File: src/rtl/dcache_line_mover.sv
// Moves whole cache lines between data-RAM port 1 and the memory bus:
// refill (read burst -> RAM) and evict (RAM -> write burst through a 2-entry skid FIFO).
module dcache_line_mover #(
  parameter int WORDS_PER_LINE = 8,
  parameter int RAM_AW         = 11,
  parameter int LINE_W         = 8
) (
  input  logic              clk,
  input  logic              rst_n,
  input  logic              fill_req_i,
  input  logic              evict_req_i,
  input  logic [LINE_W-1:0] line_idx_i,
  input  logic [31:0]       fill_addr_i,
  input  logic [31:0]       evict_addr_i,
  output logic              busy_o,
  output logic              done_o,
  output logic              mem_rd_req_o,
  output logic [31:0]       mem_rd_addr_o,
  input  logic              mem_rd_accept_i,
  input  logic              mem_rd_valid_i,
  input  logic [31:0]       mem_rd_data_i,
  output logic              mem_wr_valid_o,
  output logic [31:0]       mem_wr_addr_o,
  output logic [31:0]       mem_wr_data_o,
  output logic              mem_wr_last_o,
  input  logic              mem_wr_ready_i,
  output logic [RAM_AW-1:0] ram_addr_o,
  output logic [31:0]       ram_data_o,
  output logic [3:0]        ram_wr_o,
  input  logic [31:0]       ram_data_i
);
  localparam int PW = $clog2(WORDS_PER_LINE);
  localparam logic [PW-1:0] LAST_W  = PW'(WORDS_PER_LINE - 1);
  localparam logic [PW:0]   WPL_CNT = (PW+1)'(WORDS_PER_LINE);

  typedef enum logic [2:0] {IDLE, FILL_REQ, FILL_DATA, EV_RD, DONE} state_t;
  state_t state_q, state_d;

  logic [LINE_W-1:0] line_q;
  logic [31:0]       fill_addr_q, evict_addr_q;
  logic              fill_pend_q;
  logic [PW-1:0]     wptr_q, rptr_q;
  logic [PW:0]       rd_cnt_q;
  logic              inflight_q, inflight_last_q;
  logic [1:0][31:0]  fifo_data_q;
  logic [1:0]        fifo_last_q;
  logic              fifo_wp_q, fifo_rp_q;
  logic [1:0]        occ_q;

  logic fill_beat, pop, pop_last, rd_issue;

  assign fill_beat = (state_q == FILL_DATA) && mem_rd_valid_i;
  assign pop       = (occ_q != 2'd0) && mem_wr_ready_i;
  assign pop_last  = pop && fifo_last_q[fifo_rp_q];
  // Occupancy is counted after this cycle's pop so a ready sink sees one beat per cycle.
  assign rd_issue  = (state_q == EV_RD) && (rd_cnt_q != WPL_CNT) &&
                     (({1'b0, occ_q} - {2'b0, pop} + {2'b0, inflight_q}) < 3'd2);

  always_ff @(posedge clk or negedge rst_n) begin
    if (!rst_n) state_q <= IDLE;
    else        state_q <= state_d;
  end

  always_comb begin
    state_d        = state_q;
    busy_o         = (state_q != IDLE);
    done_o         = (state_q == DONE);
    mem_rd_req_o   = (state_q == FILL_REQ);
    mem_rd_addr_o  = (state_q == FILL_REQ) ? fill_addr_q : 32'd0;
    mem_wr_valid_o = (occ_q != 2'd0);
    mem_wr_addr_o  = evict_addr_q;
    mem_wr_data_o  = fifo_data_q[fifo_rp_q];
    mem_wr_last_o  = (occ_q != 2'd0) && fifo_last_q[fifo_rp_q];
    ram_addr_o     = {line_q, (state_q == FILL_DATA) ? wptr_q : rptr_q};
    ram_data_o     = fill_beat ? mem_rd_data_i : 32'd0;
    ram_wr_o       = fill_beat ? 4'hF : 4'h0;
    case (state_q)
      IDLE:      if (evict_req_i) state_d = EV_RD;
                 else if (fill_req_i) state_d = FILL_REQ;
      FILL_REQ:  if (mem_rd_accept_i) state_d = FILL_DATA;
      FILL_DATA: if (fill_beat && wptr_q == LAST_W) state_d = DONE;
      EV_RD:     if (pop_last) state_d = fill_pend_q ? FILL_REQ : DONE;
      DONE:      state_d = IDLE;
      default:   state_d = IDLE;
    endcase
  end

  always_ff @(posedge clk or negedge rst_n) begin
    if (!rst_n) begin
      line_q          <= '0;
      fill_addr_q     <= '0;
      evict_addr_q    <= '0;
      fill_pend_q     <= 1'b0;
      wptr_q          <= '0;
      rptr_q          <= '0;
      rd_cnt_q        <= '0;
      inflight_q      <= 1'b0;
      inflight_last_q <= 1'b0;
      fifo_data_q     <= '0;
      fifo_last_q     <= '0;
      fifo_wp_q       <= 1'b0;
      fifo_rp_q       <= 1'b0;
      occ_q           <= '0;
    end else begin
      if (state_q == IDLE && (evict_req_i || fill_req_i)) begin
        line_q       <= line_idx_i;
        fill_addr_q  <= fill_addr_i;
        evict_addr_q <= evict_addr_i;
        fill_pend_q  <= evict_req_i && fill_req_i;
      end
      if (fill_beat) wptr_q <= wptr_q + 1'b1;
      if (rd_issue) begin
        rptr_q   <= rptr_q + 1'b1;
        rd_cnt_q <= rd_cnt_q + 1'b1;
      end
      if (pop_last) begin
        rd_cnt_q    <= '0;
        fill_pend_q <= 1'b0;
      end
      inflight_q      <= rd_issue;
      inflight_last_q <= rd_issue && (rptr_q == LAST_W);
      // RAM data returns one cycle after the read was issued.
      if (inflight_q) begin
        fifo_data_q[fifo_wp_q] <= ram_data_i;
        fifo_last_q[fifo_wp_q] <= inflight_last_q;
        fifo_wp_q              <= ~fifo_wp_q;
      end
      if (pop) fifo_rp_q <= ~fifo_rp_q;
      occ_q <= occ_q + {1'b0, inflight_q} - {1'b0, pop};
    end
  end
endmodule
File: config.mk
export PLATFORM = sky130hd
export DESIGN_NAME = dcache_line_mover
export DESIGN_NICKNAME = d
export VERILOG_FILES = /design/src/rtl/dcache_line_mover.sv
export SDC_FILE = /design/constraint.sdc
export NUM_CORES = 1
export LEC_CHECK = 0
export BUFFER_PORTS_ARGS = -buffer_cell sky130_fd_sc_hd__buf_2
export CAP_MARGIN = 0
export CORE_ASPECT_RATIO = 0.75
export CORE_MARGIN = 3
export CORE_UTILIZATION = 40
export DETAILED_ROUTE_END_ITERATION = 12
export PLACE_DENSITY = 0.71
export REMOVE_ABC_BUFFERS = 1
export SYNTH_ARGS = -nofsm -noshare
export SYNTH_HDL_FRONTEND = slang
export SYNTH_SLANG_ARGS = --single-unit
export TNS_END_PERCENT = 50
File: constraint.sdc
create_clock -name clk -period 2.24 [get_ports clk]
set_input_delay 0.448 -clock clk [delete_from_list [all_inputs] [get_ports clk]]
set_output_delay 0.448 -clock clk [all_outputs]
set_load 0.02 [all_outputs]
==> impl_metrics.tcl <==
set metrics [dict create \
    outcome "finished, violations left" \
    violations "setup timing" \
    synth_compound_area_share_pct 1.60 \
    clk-insertion-delay-late_ns 0.42 \
    fmax_ghz 0.427 \
    timing.slew.headroom_pct 60.0 \
    p_leak_nw 4.99 \
    die_w_um 160 \
    synth_top_family_by_area "multiplexers" \
    grt_util_all_layers_pct 17.8 \
    rsz0062_at_grt "yes" \
    drive_above_1_share_pct 70.4 \
    synth-xor-area-share_pct 0.616 \
    portBuffers 290 \
    syn_inst 504 \
    path_max_fanout 4 \
    clock-root-buffer "clkbuf_16" \
    finalPower_mw 16.2 \
    wirelength_um 18400 \
    hold_class "input port to flip-flop" \
    cap_violations 0 \
    initial_utilization_pct 41.5 \
    finalNetCount 967 \
    clockBufferDepth 2 \
    holdWs_ns 0.240 \
    grt_first_pass_wirelength_um 27500 \
    ys.flop_type "dfrtp_1" \
    yosys-top-cells-area "dfrtp_1 56%, mux2_2 27%, and2_1 3.0%" \
    async_flop_share_pct 100 \
    dr_total_vias 5186 \
    clkTransAtPathRegs_ns 0.07 \
    cts_inserted_buffers 17 \
    final-hold-violation-count 0 \
    syn-cell-area_sq_um 7110 \
    synth_seq_cells 158 \
    ant_nets 0 \
    grt_max_degree 50 \
    overflow 0 \
    period_needed_ns 2.34 \
    core_area_sq_um 17100 \
    cp.arrival_ns 2.69 \
    ir_worst_vdd_mv 0.794 \
    timing.final.crit_share_pct 105 \
    cts_num_sinks 158 \
    drc 0 \
    synth_edf_count 0 \
    synth_top_area_share_pct 55.6 \
    setup_viol 23 \
    die-area_sq_um 19400 \
    synth_cell_types 39 \
    antenna_found_initial 2 \
    cp-start-kind "flip-flop" \
    worst_slack_ns -0.103 \
    viasPerCell 4.87 \
    dr.pass1.iters 4 \
    h-tree-depth 4 \
    io-pin-count 291 \
    synth.avg_cell_area_sq_um 14.1 \
    grt_pass1_vias 5191 \
    cp.required_ns 2.59 \
    ys_warn_count 0 \
    drv_slew 0 \
    synthAdderAreaFrac_pct 1.51 \
    dp_hpwl_um 12500 \
    wl_per_cell_um 17.3 \
    yosys.area.top_type "dfrtp_1" \
    power_density_nw_per_um2 1570 \
    gp_congestion 0.781 \
    cts_tree "yes" \
    fin_skew_ns 0.0120 \
    worstSetupPathType "flip-flop to flip-flop" \
    synth.area.mux_share_pct 28.7 \
    num_rows 41 \
    syn_to_final_growth_pct 44.4 \
    antenna_cells 0 \
    synth-simple-area-share_pct 8.46 \
    drt_iter0_markers 241 \
    die_h_um 121 \
    worstMarginPinSlew_ns 0.596 \
    synth_seq_area_share_pct 55.6 \
    endpoint_kind "flip-flop" \
]
[cell usage in the layout (no fill, tap or decap), types with 11 or more instances in the layout]
master,instances
and2_1,12
and2_4,22
and3_1,20
and3_4,12
buf_12,11
buf_2,232
buf_4,30
buf_6,50
clkbuf_16,22
dfrtp_1,156
mux2_2,167
[stage by stage]
stage	cell area, sq um	utilization [%]	setup slack, ns	TNS (ns)	std cells
floorplan	6890	-	-0.213	-11.22	468
global placement	8940	52.2	-0.150	-0.834	1016
detailed placement	8940	52.2	-0.233	-1.49	1016
CTS	9590	56.0	-0.0162	-0.0460	1051
global route	10300	59.9	-0.194	-4.47	1065
finish	10300	59.9	-0.103	-0.640	1065
[final timing paths]
path	startpoint	endpoint	slack (ns)	depth (start not counted)
worst max-delay path	occ_q[0]	rd_cnt_q[3]	-0.10	9
worst max register to register	occ_q[0]	rd_cnt_q[3]	-0.10	9
worst min register to register	line_q[6]	line_q[6]	0.49	1
max in group asynchronous	rst_n	state_q[0]	1.10	3
worst min-delay path	line_idx_i[6]	line_q[6]	0.24	2
min in group asynchronous	rst_n	mem_wr_addr_o[27]	0.54	2
[synth_stat cells (3+ instances only)]
| library cell | n |
|---|---|
| a21oi_1 | 4 |
| and2_1 | 34 |
| and3_1 | 32 |
| buf_2 | 9 |
| buf_4 | 6 |
| buf_6 | 7 |
| clkbuf_1 | 12 |
| dfrtp_1 | 158 |
| ha_1 | 7 |
| inv_1 | 6 |
| mux2_1 | 6 |
| mux2_2 | 172 |
| mux2i_1 | 4 |
| nand2_1 | 4 |
| nand3_1 | 3 |
| nor2_1 | 3 |
| o21ai_0 | 8 |
| xor2_1 | 3 |
[flip-flops by register name, indices dropped and copies added (netlist names), 2 cells and up]
signal,flops
state_q,3
rd_cnt_q,4
occ_q,2
fill_addr_q,32
mem_wr_addr_o,32
line_q,8
fifo_data_q,64
rptr_q,3
fifo_last_q,2
wptr_q,3
[power by group]
| part | internal (mW) | leakage [nW] | switching, mW |
|---|---|---|---|
| clock network | 1.60 | 0.295 | 1.33 |
| logic | 4.24 | 2.81 | 3.98 |
| registers | 4.28 | 1.89 | 0.746 |
| total | 10.1 | 4.99 | 6.05 |
[per-layer routing]
| layer | global-route usage (%) | wire [um] | share of wire (%) |
|---|---|---|---|
| met1 | 22.6 | 7750 | 42 |
| met2 | 30.3 | 9330 | 51 |
| met3 | 4.54 | 1070 | 5.8 |
| met4 | 4.88 | 247 | 1.3 |
| met5 | 0 | 0 | 0 |
[critical path, stage by stage, from the launching register on]
cell	delay, ns
dfrtp_1	0.39
inv_2	0.09
nand3_2	0.08
o21ai_2	0.07
ha_2	0.20
fa_1	0.43
nand4bb_4	0.27
buf_4	0.17
or4_4	0.41
a21oi_2	0.15
[logic make-up after synthesis]
group | count (synthesis)
muxes | 182
DFF | 158
and+or+nand+nor | 89
buffers and inverters | 43
AOI/OAI and AO/OA | 19
adders and majority gates | 8
xor gates and xnor gates | 5
[repair_timing]
action | in CTS | in global routing
gates resized for setup | 8 | 150
buffers inserted | 2 | 8
cloned | 0 | 6
hold buffers | 1 | 0
pin swaps | 7 | 28
setup endpoints to repair | 79 | 74
hold endpoints to repair | 46 | 0
[area by class of cell]
class	instances	area (sq um)
Clock buffer	17	425
Fill cell	1391	6860
Sequential cell	158	3960
Inverter	7	26.3
Multi-Input combinational cell	303	3090
Tap cell	236	295
Timing Repair Buffer	329	2300
Clock inverter	15	169
Power figures use the tool's default switching activity.
